<file path="src/rtl/eeg_loader_pkg.sv">
// Shared types and constants for the CiM intermediate-result datapath slice around the EEG loader.
package eeg_loader_pkg;

   localparam int ADC_BITWIDTH            = 16;
   localparam int Q_STO_INT_RES_DOUBLE    = 20;
   localparam int INT_RES_DOUBLE_BITWIDTH = 30;
   localparam int INT_RES_ADDR_BITWIDTH   = 16;
   localparam int NUM_PATCHES             = 60;
   localparam int PATCH_LEN               = 64;

   localparam int EEG_NUM_SAMPLES = NUM_PATCHES * PATCH_LEN;
   localparam int EEG_TO_FX_SHIFT = Q_STO_INT_RES_DOUBLE - ADC_BITWIDTH;

   typedef logic [ADC_BITWIDTH-1:0]            AdcData_t;
   typedef logic [INT_RES_ADDR_BITWIDTH-1:0]   IntResAddr_t;
   typedef logic [INT_RES_DOUBLE_BITWIDTH-1:0] IntResDouble_t;

   typedef enum logic {SINGLE_WIDTH, DOUBLE_WIDTH} DataWidth_t;
   typedef enum logic [1:0] {INT_RES_SW_FX_1_X, INT_RES_SW_FX_2_X, INT_RES_DW_FX} FxFormatIntRes_t;
   typedef enum logic [1:0] {EEG_IDLE, EEG_LOADING, EEG_DRAINING, EEG_DONE} EegLoadState_t;

   localparam int              EEG_INPUT_MEM_BASE = 0;
   localparam DataWidth_t      EEG_WIDTH          = DOUBLE_WIDTH;
   localparam FxFormatIntRes_t EEG_FORMAT         = INT_RES_DW_FX;

   // ADC samples are unsigned fractions, so aligning the binary point is a plain left shift.
   function automatic IntResDouble_t adc_to_fx(input AdcData_t sample);
      return IntResDouble_t'({sample, {EEG_TO_FX_SHIFT{1'b0}}});
   endfunction

endpackage

</file>
<file path="src/rtl/eeg_loader_fifo.sv">
// Small synchronous FIFO with flush; head is visible combinationally whenever not empty.
module sync_fifo #(
   parameter int WIDTH = 8,
   parameter int DEPTH = 4
) (
   input  logic             clk,
   input  logic             rst_n,
   input  logic             flush,
   input  logic             push,
   input  logic             pop,
   input  logic [WIDTH-1:0] din,
   output logic [WIDTH-1:0] head,
   output logic             full,
   output logic             empty
);

   localparam int AW = $clog2(DEPTH);

   logic [WIDTH-1:0] mem [DEPTH];
   logic [AW:0]      wr_ptr;
   logic [AW:0]      rd_ptr;
   logic             do_push;
   logic             do_pop;

   // The extra pointer bit separates full from empty when the index bits coincide.
   assign full    = (wr_ptr[AW] != rd_ptr[AW]) && (wr_ptr[AW-1:0] == rd_ptr[AW-1:0]);
   assign empty   = (wr_ptr == rd_ptr);
   assign do_push = push && !full;
   assign do_pop  = pop && !empty;
   assign head    = mem[rd_ptr[AW-1:0]];

   always_ff @(posedge clk or negedge rst_n) begin
      if (!rst_n) begin
         wr_ptr <= '0;
         rd_ptr <= '0;
      end else if (flush) begin
         wr_ptr <= '0;
         rd_ptr <= '0;
      end else begin
         if (do_push) wr_ptr <= wr_ptr + (AW+1)'(1);
         if (do_pop)  rd_ptr <= rd_ptr + (AW+1)'(1);
      end
   end

   always_ff @(posedge clk) begin
      if (do_push) mem[wr_ptr[AW-1:0]] <= din;
   end

endmodule

</file>
<file path="src/rtl/eeg_loader.sv">
// Streams one window of ADC EEG samples into int-res memory in double-width fixed point.
module eeg_loader
   import eeg_loader_pkg::*;
#(
   parameter int NUM_SAMPLES = EEG_NUM_SAMPLES,
   parameter int FIFO_DEPTH  = 4,
   parameter int BASE_ADDR   = EEG_INPUT_MEM_BASE
) (
   input  logic                               clk,
   input  logic                               rst_n,
   input  logic                               start,
   input  logic                               abort,
   input  logic                               adc_valid,
   input  logic [ADC_BITWIDTH-1:0]            adc_data,
   output logic                               adc_ready,
   output logic                               wr_en,
   output logic [INT_RES_ADDR_BITWIDTH-1:0]   wr_addr,
   output logic [INT_RES_DOUBLE_BITWIDTH-1:0] wr_data,
   output DataWidth_t                         wr_width,
   output FxFormatIntRes_t                    wr_format,
   input  logic                               wr_grant,
   output logic                               busy,
   output logic                               done
);

   localparam int               CNT_W    = $clog2(NUM_SAMPLES + 1);
   localparam logic [CNT_W-1:0] NUM_CNT  = CNT_W'(NUM_SAMPLES);
   localparam logic [CNT_W-1:0] LAST_CNT = CNT_W'(NUM_SAMPLES - 1);

   EegLoadState_t    state;
   EegLoadState_t    next_state;
   logic [CNT_W-1:0] accept_cnt;
   logic [CNT_W-1:0] write_cnt;
   logic             push;
   logic             pop;
   logic             fifo_full;
   logic             fifo_empty;
   IntResDouble_t    fifo_head;
   logic             last_accept;
   logic             last_write;

   assign adc_ready   = (state == EEG_LOADING) && !fifo_full && (accept_cnt < NUM_CNT);
   assign push        = adc_valid && adc_ready;
   assign wr_en       = !fifo_empty;
   assign pop         = wr_en && wr_grant;
   assign last_accept = push && (accept_cnt == LAST_CNT);
   assign last_write  = pop && (write_cnt == LAST_CNT);

   assign wr_addr   = IntResAddr_t'(BASE_ADDR) + IntResAddr_t'(write_cnt);
   assign wr_data   = wr_en ? fifo_head : '0;
   assign wr_width  = EEG_WIDTH;
   assign wr_format = EEG_FORMAT;

   sync_fifo #(
      .WIDTH (INT_RES_DOUBLE_BITWIDTH),
      .DEPTH (FIFO_DEPTH)
   ) u_fifo (
      .clk   (clk),
      .rst_n (rst_n),
      .flush (abort),
      .push  (push),
      .pop   (pop),
      .din   (adc_to_fx(adc_data)),
      .head  (fifo_head),
      .full  (fifo_full),
      .empty (fifo_empty)
   );

   // Counters clear on the final write so the idle address rests at BASE_ADDR.
   always_ff @(posedge clk or negedge rst_n) begin
      if (!rst_n) begin
         accept_cnt <= '0;
         write_cnt  <= '0;
      end else if (abort || last_write) begin
         accept_cnt <= '0;
         write_cnt  <= '0;
      end else begin
         if (push) accept_cnt <= accept_cnt + CNT_W'(1);
         if (pop)  write_cnt  <= write_cnt + CNT_W'(1);
      end
   end

   always_ff @(posedge clk or negedge rst_n) begin
      if (!rst_n) state <= EEG_IDLE;
      else        state <= next_state;
   end

   // Transitions fire on the counting event itself, so done follows the final grant by one cycle.
   always_comb begin
      next_state = state;
      busy       = (state != EEG_IDLE);
      done       = (state == EEG_DONE);
      case (state)
         EEG_IDLE:     if (start) next_state = EEG_LOADING;
         EEG_LOADING:  if (last_accept) next_state = EEG_DRAINING;
         EEG_DRAINING: if (last_write) next_state = EEG_DONE;
         EEG_DONE:     next_state = EEG_IDLE;
         default:      next_state = EEG_IDLE;
      endcase
      if (abort) next_state = EEG_IDLE;
   end

endmodule

</file>
<file path="config.mk">
export PLATFORM = sky130hd
export DESIGN_NAME = eeg_loader
export DESIGN_NICKNAME = d
export VERILOG_FILES = /design/src/rtl/eeg_loader_pkg.sv /design/src/rtl/eeg_loader_fifo.sv /design/src/rtl/eeg_loader.sv
export SDC_FILE = /design/constraint.sdc
export NUM_CORES = 1
export LEC_CHECK = 0
export CORE_MARGIN = 4
export CORE_UTILIZATION = 48
export CTS_BUF_LIST = sky130_fd_sc_hd__clkbuf_16
export DETAILED_ROUTE_END_ITERATION = 10
export HOLD_SLACK_MARGIN = 0.15
export PLACE_DENSITY = 0.7
export SYNTH_ARGS = -nofsm -noshare
export SYNTH_HDL_FRONTEND = slang
export SYNTH_HIERARCHICAL = 1
export SYNTH_SLANG_ARGS = --single-unit
</file>
<file path="constraint.sdc">
create_clock -name clk -period 5.7 [get_ports clk]
set_clock_uncertainty 0.15 [all_clocks]
set_input_delay 0.57 -clock clk [delete_from_list [all_inputs] [get_ports clk]]
set_output_delay 0.57 -clock clk [all_outputs]
set_load 0.02 [all_outputs]
</file>
==> results of run 1 <==
flip-flops by register name, indices dropped and copies added (netlist names):
signal and flops:
u_fifo/wr_ptr 3, accept_cnt 12, u_fifo/mem 120, write_cnt 12
u_fifo/rd_ptr 3, state 2
tightest hold or removal path: cells and delay by family (launching register included):
| family | cells | cell delay, ns |
|---|---|---|
| flops | 1 | 0.36 |
| mux | 1 | 0.08 |
| simple gates | 1 | 0.08 |
synthesized netlist by cell type, types with 5 or more instances:
| master | count | area share |
|---|---|---|
| a21oi_1 | 9 | 0.0068 |
| o21ai_0 | 5 | 0.0038 |
| nand2_1 | 10 | 0.0057 |
| ha_1 | 11 | 0.021 |
| nor2b_1 | 32 | 0.030 |
| nor2_1 | 20 | 0.011 |
| xor2_1 | 9 | 0.012 |
| or3_1 | 5 | 0.0047 |
| mux4_2 | 30 | 0.10 |
| buf_4 | 7 | 0.0080 |
| dfrtp_1 | 32 | 0.12 |
| edfxtp_1 | 120 | 0.55 |
| nand4_1 | 9 | 0.0085 |
| xnor2_1 | 10 | 0.013 |
| buf_2 | 7 | 0.0053 |
| clkbuf_1 | 7 | 0.0040 |
| and2_1 | 5 | 0.0047 |
| inv_1 | 15 | 0.0085 |
power breakdown:
part           switching, mW  internal, mW
registers             0.0304          1.27
clock network          0.438         0.644
logic                  0.385         0.305
metrics by stage:
stage               worst slack (ns)  power (mW)
floorplan                       1.93        1.74
global placement                2.16        2.01
detailed placement              2.14        2.02
CTS                             1.75        3.11
global route                    1.52        3.23
finish                          1.80        3.07
final cells by class:
type                    instances  area share
multi-input cells             280       0.275
well taps                     176      0.0267
clock inverters                15      0.0185
inverters                      15     0.00683
flip-flops and latches        152       0.535
clock buffers                  17      0.0516
repair buffers                 72      0.0860
routing by layer:
metal  routed length (µm)  part of all wire  vias to the layer above  global-route usage
met3                  537             0.045                       19              0.0461
met1                 5330              0.44                     1831               0.213
met5                    0                 0                        -                   0
li1                     -                 -                     1765                   -
met4                  239             0.020                        0              0.0708
met2                 5950              0.49                       84               0.261
logic make-up after synthesis:
logic type	count (synthesis)
AOI/OAI and AO/OA	38
xor gates and xnor gates	20
adders and majority gates	11
buffers and inverters	37
DFF	152
muxes	32
other	2
and+or+nand+nor	116
final timing paths:
path / from / to / cells after the start
min in group asynchronous: rst_n / accept_cnt[6]$_DFFE_PN0P_ / 2
max in group asynchronous: rst_n / u_fifo/rd_ptr[0]$_DFFE_PN0P_ / 2
worst max register to register: u_fifo/wr_ptr[1]$_DFFE_PN0P_ / u_fifo/mem[2][0]$_DFFE_PP_ / 10
worst max-delay path: u_fifo/wr_ptr[0]$_DFFE_PN0P_ / wr_data[14] / 5
worst min register to register: accept_cnt[1]$_DFFE_PN0P_ / accept_cnt[1]$_DFFE_PN0P_ / 2
worst min-delay path: accept_cnt[1]$_DFFE_PN0P_ / accept_cnt[1]$_DFFE_PN0P_ / 2
==> summary.md, run 1 <==
| Metric | Value |
|---|---|
| Status | `complete, no violations` |
| Die H | `between 100 and 150 µm` |
| Vias/cell | `5.09` |
| XOR/XNOR Fraction of Synth Area | `0.0277` |
| Layout cells sized above 1 | `0.145` |
| Fmax | `0.256 GHz` |
| Final nets | `571` |
| Clk_lat worst skew | `0.42 ns` |
| CP Class | `reg -> out` |
| Unrepaired setup endpoints after global routing | `no` |
| Area taken by flip-flops and latches | `4410 µm²` |
| Iteration-0 DRC Markers | `159` |
| Mux cell area share after synthesis | `0.105` |
| DRC | `0` |
| Core footprint | `13,300 µm²` |
| Die outline area | `15,700 µm²` |
| Vias after detailed routing | `3,699` |
| Post-CTS Repair Setup Buffers | `0` |
| CTS buffer count | `17` |
| GPL Wtd Cong | `between 0.8 and 0.9` |
| CTS resizes | `0` |
| Post-route cell area | `about 8200 µm²` |
| Width of the die | `125 µm` |
| Worst-Margin Slew | `1.21 ns` |
| Final Hold Viols | `0` |
| Hold Path Class | `reg -> reg` |
| Simple-gate share of the synthesized area | `0.106` |
| Maximum capacitance violations | `0` |
| Commonest non-fill, non-tap cell in the layout | `edfxtp_1` |
| CTS tree | `yes` |
| Drt first pass iters | `4` |
| CP max stage delay | `0.77 ns` |
| PortBufs | `between 60 and 70` |
| Largest family of logic cells by synthesized area | `simple AND/OR/NAND/NOR gates` |
| Hold slack | `0.402 ns` |
| Final ANT Viol Nets | `0` |
| TritonCTS Sinks | `152` |
| Synth Cell Area | `6600 µm²` |
| Fill cells | `1,043` |
| First-pass GRT wire length | `19,900 µm` |
| Critical path required time | `4.98 ns` |
| Drt total wl | `12,100 µm` |
| H-Tree Depth | `4` |
| Crit-path cells | `xnor2_1, nand2_2, nor2_4, nor2b_1, clkdlybuf4s50_1` |
| Post-Place Cells | `695` |
| Yosys reg bits | `152` |
| CP Data Arrival Time | `3.18 ns` |
| VDD IR-drop max | `approximately 0.21 mV` |
| Final Util | `0.617` |
| Critical path fanouts, max | `34` |
| Final slew viol count | `0` |
| Vias in the first global route | `around 3,900` |
| Slowest CP cell | `nor2_4` |
| CTS clk-pin slew, worst paths | `0.06 ns` |
| Post-detail-place hpwl | `approximately 7400 µm` |
| Crit end category | `output pin` |
| CP bufs+invs | `1` |
| GRT Overall Usage | `0.164` |
| P_leak | `2.90 nW` |
| Number of flops mapped to enable cells by yosys | `120` |
| Synth cell types | `53` |
| Cell count after synthesis | `408` |
| Critical path's top delay family | `simple AND/OR/NAND/NOR gates` |
| Post-route setup TNS | `0 ns` |
| Primary FF master, synth | `edfxtp_1` |
| Syn_area_per_cell | `16.2 µm²` |
| Post-Layout Cell Count | `slightly above 700` |
| Syn. warnings | `6` |
| GR Overflow Total | `0` |
| Cts hold-fix bufs | `0` |
| Ports | `75` |
| Area of the multi-input gates | `between 2000 and 2500 µm²` |
| Root Driver | `clkbuf_16` |
| Slew margin rel. | `0.192` |
| Power Density | `roughly 370 nW/µm²` |
| Clk buf depth | `2` |
| Pin count of the biggest net entering global routing | `38` |
| Initial Utilization | `0.495` |
| P&R area growth vs syn | `24.8%` |
| Final setup viols | `0` |
| Slack of the worst reg-to-reg path | `around 2.2 ns` |
| Post-synthesis adder-cell area fraction | `0.0208` |
| WL/cell | `16.6 µm` |
| Final period utilization | `0.684` |
| Row cnt | `42` |
| Most frequent cells in the layout | `edfxtp_1 (120), clkdlybuf4s50_1 (67), conb_1 (63), nor2b_1 (32)` |
| Min Tclk post-route | `3.90 ns` |
| Crit path launch type | `register` |
| FFs w/ async S/R, synth | `0.211` |
| Initial antenna violation count | `0` |
| Area fraction in compound gates after synthesis | `0.0442` |
| Placement Cell Area | `~7700 µm²` |
| ANT cells | `0` |
| Post-synthesis sequential area ratio | `0.667` |
Power figures use the tool's default switching activity.
==> run 2: changes to the inputs <==
Clock period 5.7 ns to 3.9 ns, I/O delays scaled along.
==> run 2 against run 1 <==
Sequential share of layout area is 0.56 points lower. Cell count is 1.7% higher. Worst setup slack worse by 1.3 ns. Final area is 1.1% higher.
==> summary.md, run 2 (synthesis results as in run 1) <==
| Metric | Value |
|---|---|
| Final Hold Viols | `0 (unchanged)` |
| Final setup viols | `0 (unchanged)` |
| Power Density | `540 nW/µm² (+45%)` |
| Post-route setup TNS | `0 ns (unchanged)` |
| Final setup margin | `0.490 ns (-1.31 ns)` |
| GPL Wtd Cong | `0.812 (-5.1%)` |
| Vias after detailed routing | `3,755 (+1.5%)` |
| Area taken by flip-flops and latches | `4410 µm² (unchanged)` |
| Drt first pass iters | `6 (+2)` |
| ANT cells | `0 (unchanged)` |
| GR Overflow Total | `0 (unchanged)` |
| Slowest CP cell | `clkdlybuf4s50_1` |
| Slack of the worst reg-to-reg path | `0.77 ns (-1.38 ns)` |
| Largest register FFs | `120 (unchanged)` |
| Final nets | `583 (+2.1%)` |
| Die outline area | `15,700 µm² (unchanged)` |
| Post-CTS Repair Setup Buffers | `0 (unchanged)` |
| Maximum capacitance violations | `0 (unchanged)` |
| Critical path fanouts, max | `19 (-44%)` |
| P&R area growth vs syn | `26.1%` |
| Root Driver | `clkbuf_16` |
| CP Data Arrival Time | `2.87 ns (-0.31 ns)` |
| CP max stage delay | `0.55 ns (-0.22 ns)` |
| CTS tree | `yes` |
| Slew margin rel. | `0.330 (+0.138)` |
| Status | `complete, no violations` |
| CTS buffer count | `17 (unchanged)` |
| Die H | `125 µm (unchanged)` |
| PortBufs | `67 (unchanged)` |
| Critical path's top delay family | `buffers and inverters` |
| Ports | `75 (unchanged)` |
| Layout cells sized above 1 | `0.162 (+0.0164)` |
| VDD IR-drop max | `0.421 mV (+110%)` |
| Final period utilization | `0.874` |
| H-Tree Depth | `4 (unchanged)` |
| Width of the die | `125 µm (unchanged)` |
| Final ANT Viol Nets | `0 (unchanged)` |
| Critical path required time | `3.36 ns (-1.62 ns)` |
| Initial antenna violation count | `0 (unchanged)` |
| Crit path launch type | `register` |
| Unrepaired setup endpoints after global routing | `no` |
| GRT Overall Usage | `0.166 (+0.00206)` |
| Clk buf depth | `2 (unchanged)` |
| Vias/cell | `5.08 (-0.13%)` |
| TritonCTS Sinks | `152 (unchanged)` |
| Worst-Margin Slew | `1.00 ns (-0.210 ns)` |
| CP Class | `reg -> out` |
| First-pass GRT wire length | `20,400 µm (+2.4%)` |
| Min Tclk post-route | `3.41 ns` |
| Fill cells | `1,033 (-0.96%)` |
| Final slew viol count | `0 (unchanged)` |
| Place WS | `0.765 ns (-1.38 ns)` |
| Iteration-0 DRC Markers | `269 (+69%)` |
| WL/cell | `16.6 µm (-0.22%)` |
| P_leak | `2.96 nW (+2.2%)` |
| Crit-path cells | `xnor2_1, nand2_2, nor2_4, buf_12, nor2b_1, clkdlybuf4s50_1` |
| CP bufs+invs | `2 (+1)` |
| Pin count of the biggest net entering global routing | `38 (unchanged)` |
| Clk_lat worst skew | `0.41 ns (about the same)` |
| Initial Utilization | `0.495 (unchanged)` |
| Commonest non-fill, non-tap cell in the layout | `edfxtp_1` |
| Fmax | `0.293 GHz` |
| CTS resizes | `0 (unchanged)` |
| CTS clk-pin slew, worst paths | `0.06 ns (about the same)` |
| Cts hold-fix bufs | `0 (unchanged)` |
| Row cnt | `42 (unchanged)` |
| Drt total wl | `12,200 µm (+1.4%)` |
| Post-detail-place hpwl | `7990 µm (+8.6%)` |
| Area of the multi-input gates | `2270 µm² (unchanged)` |
| Vias in the first global route | `3,963 (+1.1%)` |
| DRC | `0 (unchanged)` |
| Crit end category | `output pin` |
| Hold Path Class | `in -> async` |
| Hold slack | `0.381 ns (-0.0211 ns)` |
| Most frequent cells in the layout | `edfxtp_1 (120), clkdlybuf4s50_1 (67), conb_1 (63), nor2b_1 (32)` |
| Core footprint | `13,300 µm² (unchanged)` |
==> run 2: changes by cell type in the layout (fill, tap and decap cells not counted), sizes merged <==
cell    change
clkinv      +3
buf        +12
inv         -3
==> run 2: layout make-up <==
class,instances,share of cell area
Sequential cell,152,0.529
Timing Repair Buffer,84,0.0974
Clock inverter,15,0.0165
Multi-Input combinational cell,280,0.273
Clock buffer,17,0.0511
Inverter,15,0.00676
Tap cell,176,0.0264
==> run 2: stage by stage <==
stage,total power [mW],instances,utilization,area [µm²]
after global placement,2.98,707,0.582,7760
after global routing,4.71,739,0.624,8330
final,4.49,739,0.624,8330
after detailed placement,3.01,707,0.582,7760
after CTS,4.56,739,0.624,8330
after floorplan,2.55,469,-,6830
==> run 2: final timing paths <==
path,startpoint,end,cells after the start
max,u_fifo/wr_ptr[1]$_DFFE_PN0P_,wr_data[29],6
min,rst_n,write_cnt[10]$_DFFE_PN0P_,1
max reg2reg,u_fifo/wr_ptr[0]$_DFFE_PN0P_,u_fifo/mem[1][21]$_DFFE_PP_,11
min reg2reg,accept_cnt[1]$_DFFE_PN0P_,accept_cnt[1]$_DFFE_PN0P_,2
max in group asynchronous,rst_n,u_fifo/rd_ptr[0]$_DFFE_PN0P_,2
min in group clk,accept_cnt[1]$_DFFE_PN0P_,accept_cnt[1]$_DFFE_PN0P_,2
==> run 2: report_power, final <==
group          switching, mW  internal (mW)
logic                  0.572          0.484
clock network          0.608          0.928
registers             0.0471           1.86
total                   1.23           3.27
==> run 2: metal layers <==
layer	GRT usage	part of all wire
met1	0.224	0.45
met2	0.263	0.50
met3	0.0495	0.048
met4	0.0517	0.0057
met5	0	0
==> run 3: changes to the inputs <==
==> constraint.sdc (replaced) <==
create_clock -name clk -period 3.9 [get_ports clk]
set_clock_uncertainty 0.15 [all_clocks]
set_input_delay 1.17 -clock clk [delete_from_list [all_inputs] [get_ports clk]]
set_output_delay 1.17 -clock clk [all_outputs]
set_load 0.02 [all_outputs]
==> run 3 against run 2 <==
Register-to-register slack better by 0.19 ns. Worst setup slack got worse by 0.35 ns. First-iteration DRC count decreased by 24%. Sequential power hardly changed. Combinational power about the same. Sequential share of layout area is 0.51 points lower. Global-route usage grew 0.73 points. Maximum frequency is 9.3% lower. Count of clock-buffer cells in the layout unchanged. Final area grew 1.0%. Largest power group unchanged.
==> summary.md, run 3 (synthesis results as in run 1) <==
| Metric | Value |
|---|---|
| Status | `complete, no violations` |
| Largest register FFs | `120 (unchanged)` |
| CTS tree | `yes` |
| VDD IR-drop max | `0.391 mV (-7.1%)` |
| Die outline area | `15,700 µm² (unchanged)` |
| DRC | `0 (unchanged)` |
| H-Tree Depth | `4 (unchanged)` |
| Hold slack | `0.395 ns (+0.0148 ns)` |
| Total power | `4.59 mW (+2.2%)` |
| CTS clk-pin slew, worst paths | `0.06 ns (about the same)` |
| TritonCTS Sinks | `152 (unchanged)` |
| Final period utilization | `0.964 (+0.0902)` |
| Vias/cell | `5.14 (+1.2%)` |
| Iteration-0 DRC Markers | `204 (-24%)` |
| GRT Overall Usage | `0.173 (+0.00730)` |
| CTS buffer count | `17 (unchanged)` |
| Critical path's top delay family | `simple AND/OR/NAND/NOR gates` |
| Maximum capacitance violations | `0 (unchanged)` |
| Worst R2R End | `u_fifo/mem[2][5]$_DFFE_PP_` |
| Met2 usage | `0.281 (+0.0187)` |
| Post-detail-place hpwl | `8100 µm (+1.4%)` |
| Placement Cell Area | `7800 µm² (+0.52%)` |
| Critical path required time | `2.58 ns (-0.78 ns)` |
| Final slew viol count | `0 (unchanged)` |
| Vias after detailed routing | `3,811 (+1.5%)` |
| Busiest layer in global routing | `met2` |
| Vias in the first global route | `4,098 (+3.4%)` |
| Final Hold Viols | `0 (unchanged)` |
| PortBufs | `67 (unchanged)` |
| Post-route setup TNS | `0 ns (unchanged)` |
| Drt first pass iters | `4 (-2)` |
| GR Overflow Total | `0 (unchanged)` |
| Power Density | `546 nW/µm² (+1.2%)` |
| Drt total wl | `12,600 µm (+3.3%)` |
| P_leak | `3.00 nW (+1.2%)` |
| Final setup viols | `0 (unchanged)` |
| P&R area growth vs syn | `27.4%` |
| Slowest CP cell | `clkdlybuf4s50_1` |
| Slack of the worst reg-to-reg path | `0.96 ns (+0.19 ns)` |
| Slew margin rel. | `0.534 (+0.204)` |
| Met3 usage | `0.0567 (+0.00725)` |
| Clk buf depth | `2 (unchanged)` |
| Most frequent cells in the layout | `edfxtp_1 (120), clkdlybuf4s50_1 (67), conb_1 (63), nor2b_1 (32), mux4_2 (30)` |
| Initial antenna violation count | `0 (unchanged)` |
| Reg2reg start | `u_fifo/wr_ptr[0]$_DFFE_PN0P_` |
| Layout cells sized above 1 | `0.166 (+0.00474)` |
| CP bufs+invs | `1 (-1)` |
| Hold Path Class | `reg -> reg` |
| Fmax | `0.266 GHz (-9.3%)` |
| Clk_lat worst skew | `0.42 ns (about the same)` |
| ANT cells | `0 (unchanged)` |
| Critical path fanouts, max | `5 (-14)` |
| WL/cell | `17.1 µm (+3.0%)` |
| Post-CTS Repair Setup Buffers | `0 (unchanged)` |
| Unrepaired setup endpoints after global routing | `no` |
| Ports | `75 (unchanged)` |
| Min Tclk post-route | `3.76 ns (+0.352 ns)` |
| CP Class | `reg -> out` |
| Root Driver | `clkbuf_16` |
| Pin count of the biggest net entering global routing | `38 (unchanged)` |
| Met1 GRT Util | `0.219 (-0.00496)` |
| Initial Utilization | `0.495 (unchanged)` |
| Width of the die | `125 µm (unchanged)` |
| Row cnt | `42 (unchanged)` |
| Final nets | `585 (+0.34%)` |
| CP Data Arrival Time | `2.44 ns (-0.43 ns)` |
| WHS Endpoint | `accept_cnt[1]$_DFFE_PN0P_` |
| Commonest non-fill, non-tap cell in the layout | `edfxtp_1` |
| Die H | `125 µm (unchanged)` |
| GPL Wtd Cong | `0.856 (+5.4%)` |
| First-pass GRT wire length | `21,100 µm (+3.5%)` |
| Core footprint | `13,300 µm² (unchanged)` |
| Min-Delay Path Depth | `2` |
| Post-route cell area | `8410 µm² (+1.0%)` |
| Crit end category | `output pin` |
| Worst-Margin Slew | `0.698 ns (-0.305 ns)` |
| R2R cell count | `10 (-1)` |
| Crit path launch type | `register` |
| Hold path startpoint | `accept_cnt[1]$_DFFE_PN0P_` |
| Crit-path cells | `xnor2_1, nand2_2, nor2_1, and2b_1, and2_1, clkdlybuf4s50_1` |
| Final ANT Viol Nets | `0 (unchanged)` |
| CP max stage delay | `0.53 ns (-0.02 ns)` |
run 3: changes by cell type in the layout (fill, tap and decap cells not counted), sizes merged:
cell / delta
inv: +2
clkinvlp: -2
bufinv: +1
clkinv: -1
buf: +2
run 3: through the flow:
| stage | setup slack, ns | utilization | std cells |
|---|---|---|---|
| 3_3_place_gp | 0.504 | 0.585 | 709 |
| 3_5_place_dp | 0.422 | 0.585 | 709 |
| 2_1_floorplan | 0.133 | - | 469 |
| 6_report | 0.139 | 0.630 | 741 |
| 5_1_grt | 0.00358 | 0.630 | 741 |
| 4_1_cts | 0.0110 | 0.629 | 741 |
run 3: power by group:
| part | leakage (nW) | switching, mW | internal [mW] |
|---|---|---|---|
| registers | 1.52 | 0.0444 | 1.86 |
| clock network | 0.287 | 0.623 | 0.995 |
| logic | 1.19 | 0.579 | 0.496 |
run 3: worst max path at each step:
stage	startpoint	to	slack, ns	cells after the start
after floorplan	u_fifo/rd_ptr[1]$_DFFE_PN0P_	u_fifo/mem[3][0]$_DFFE_PP_	0.13	9
after global placement	adc_valid	u_fifo/mem[2][12]$_DFFE_PP_	0.50	7
after detailed placement	adc_valid	u_fifo/mem[2][18]$_DFFE_PP_	0.42	7
after CTS	u_fifo/wr_ptr[0]$_DFFE_PN0P_	adc_ready	0.01	6
after global routing	u_fifo/wr_ptr[0]$_DFFE_PN0P_	adc_ready	0.004	6
final	u_fifo/wr_ptr[1]$_DFFE_PN0P_	adc_ready	0.14	6
run 3: timing repair:
item | in CTS | in global routing
hold endpoints to repair | 0 | 0
setup endpoints to repair | 4 | 24
resized for setup | 0 | 4
hold buffers | 0 | 0
pin swaps | 1 | 0
run 3: cell type report:
cell class	instances	area, µm²
fillers	989	4940
well taps	176	220
repair buffers	86	855
clock inverters	15	161
inverters	15	56.3
flip-flops and latches	152	4410
multi-input cells	280	2280
clock buffers	17	425
run 3: worst reg2reg max path: cells and delay by family, from the launching register on:
| family | cells | cell delay (ns) |
|---|---|---|
| AO/OA/AOI/OAI | 1 | 0.21 |
| buffers and inverters | 3 | 0.60 |
| flip-flops | 1 | 0.47 |
| AND/OR/NAND/NOR | 5 | 1.02 |
| XOR/XNOR | 1 | 0.17 |
run 3: metal layers:
layer	share of wire	vias to the layer above
met5	0	-
met4	0.016	0
met3	0.044	19
met2	0.50	86
met1	0.44	1913
li1	-	1793
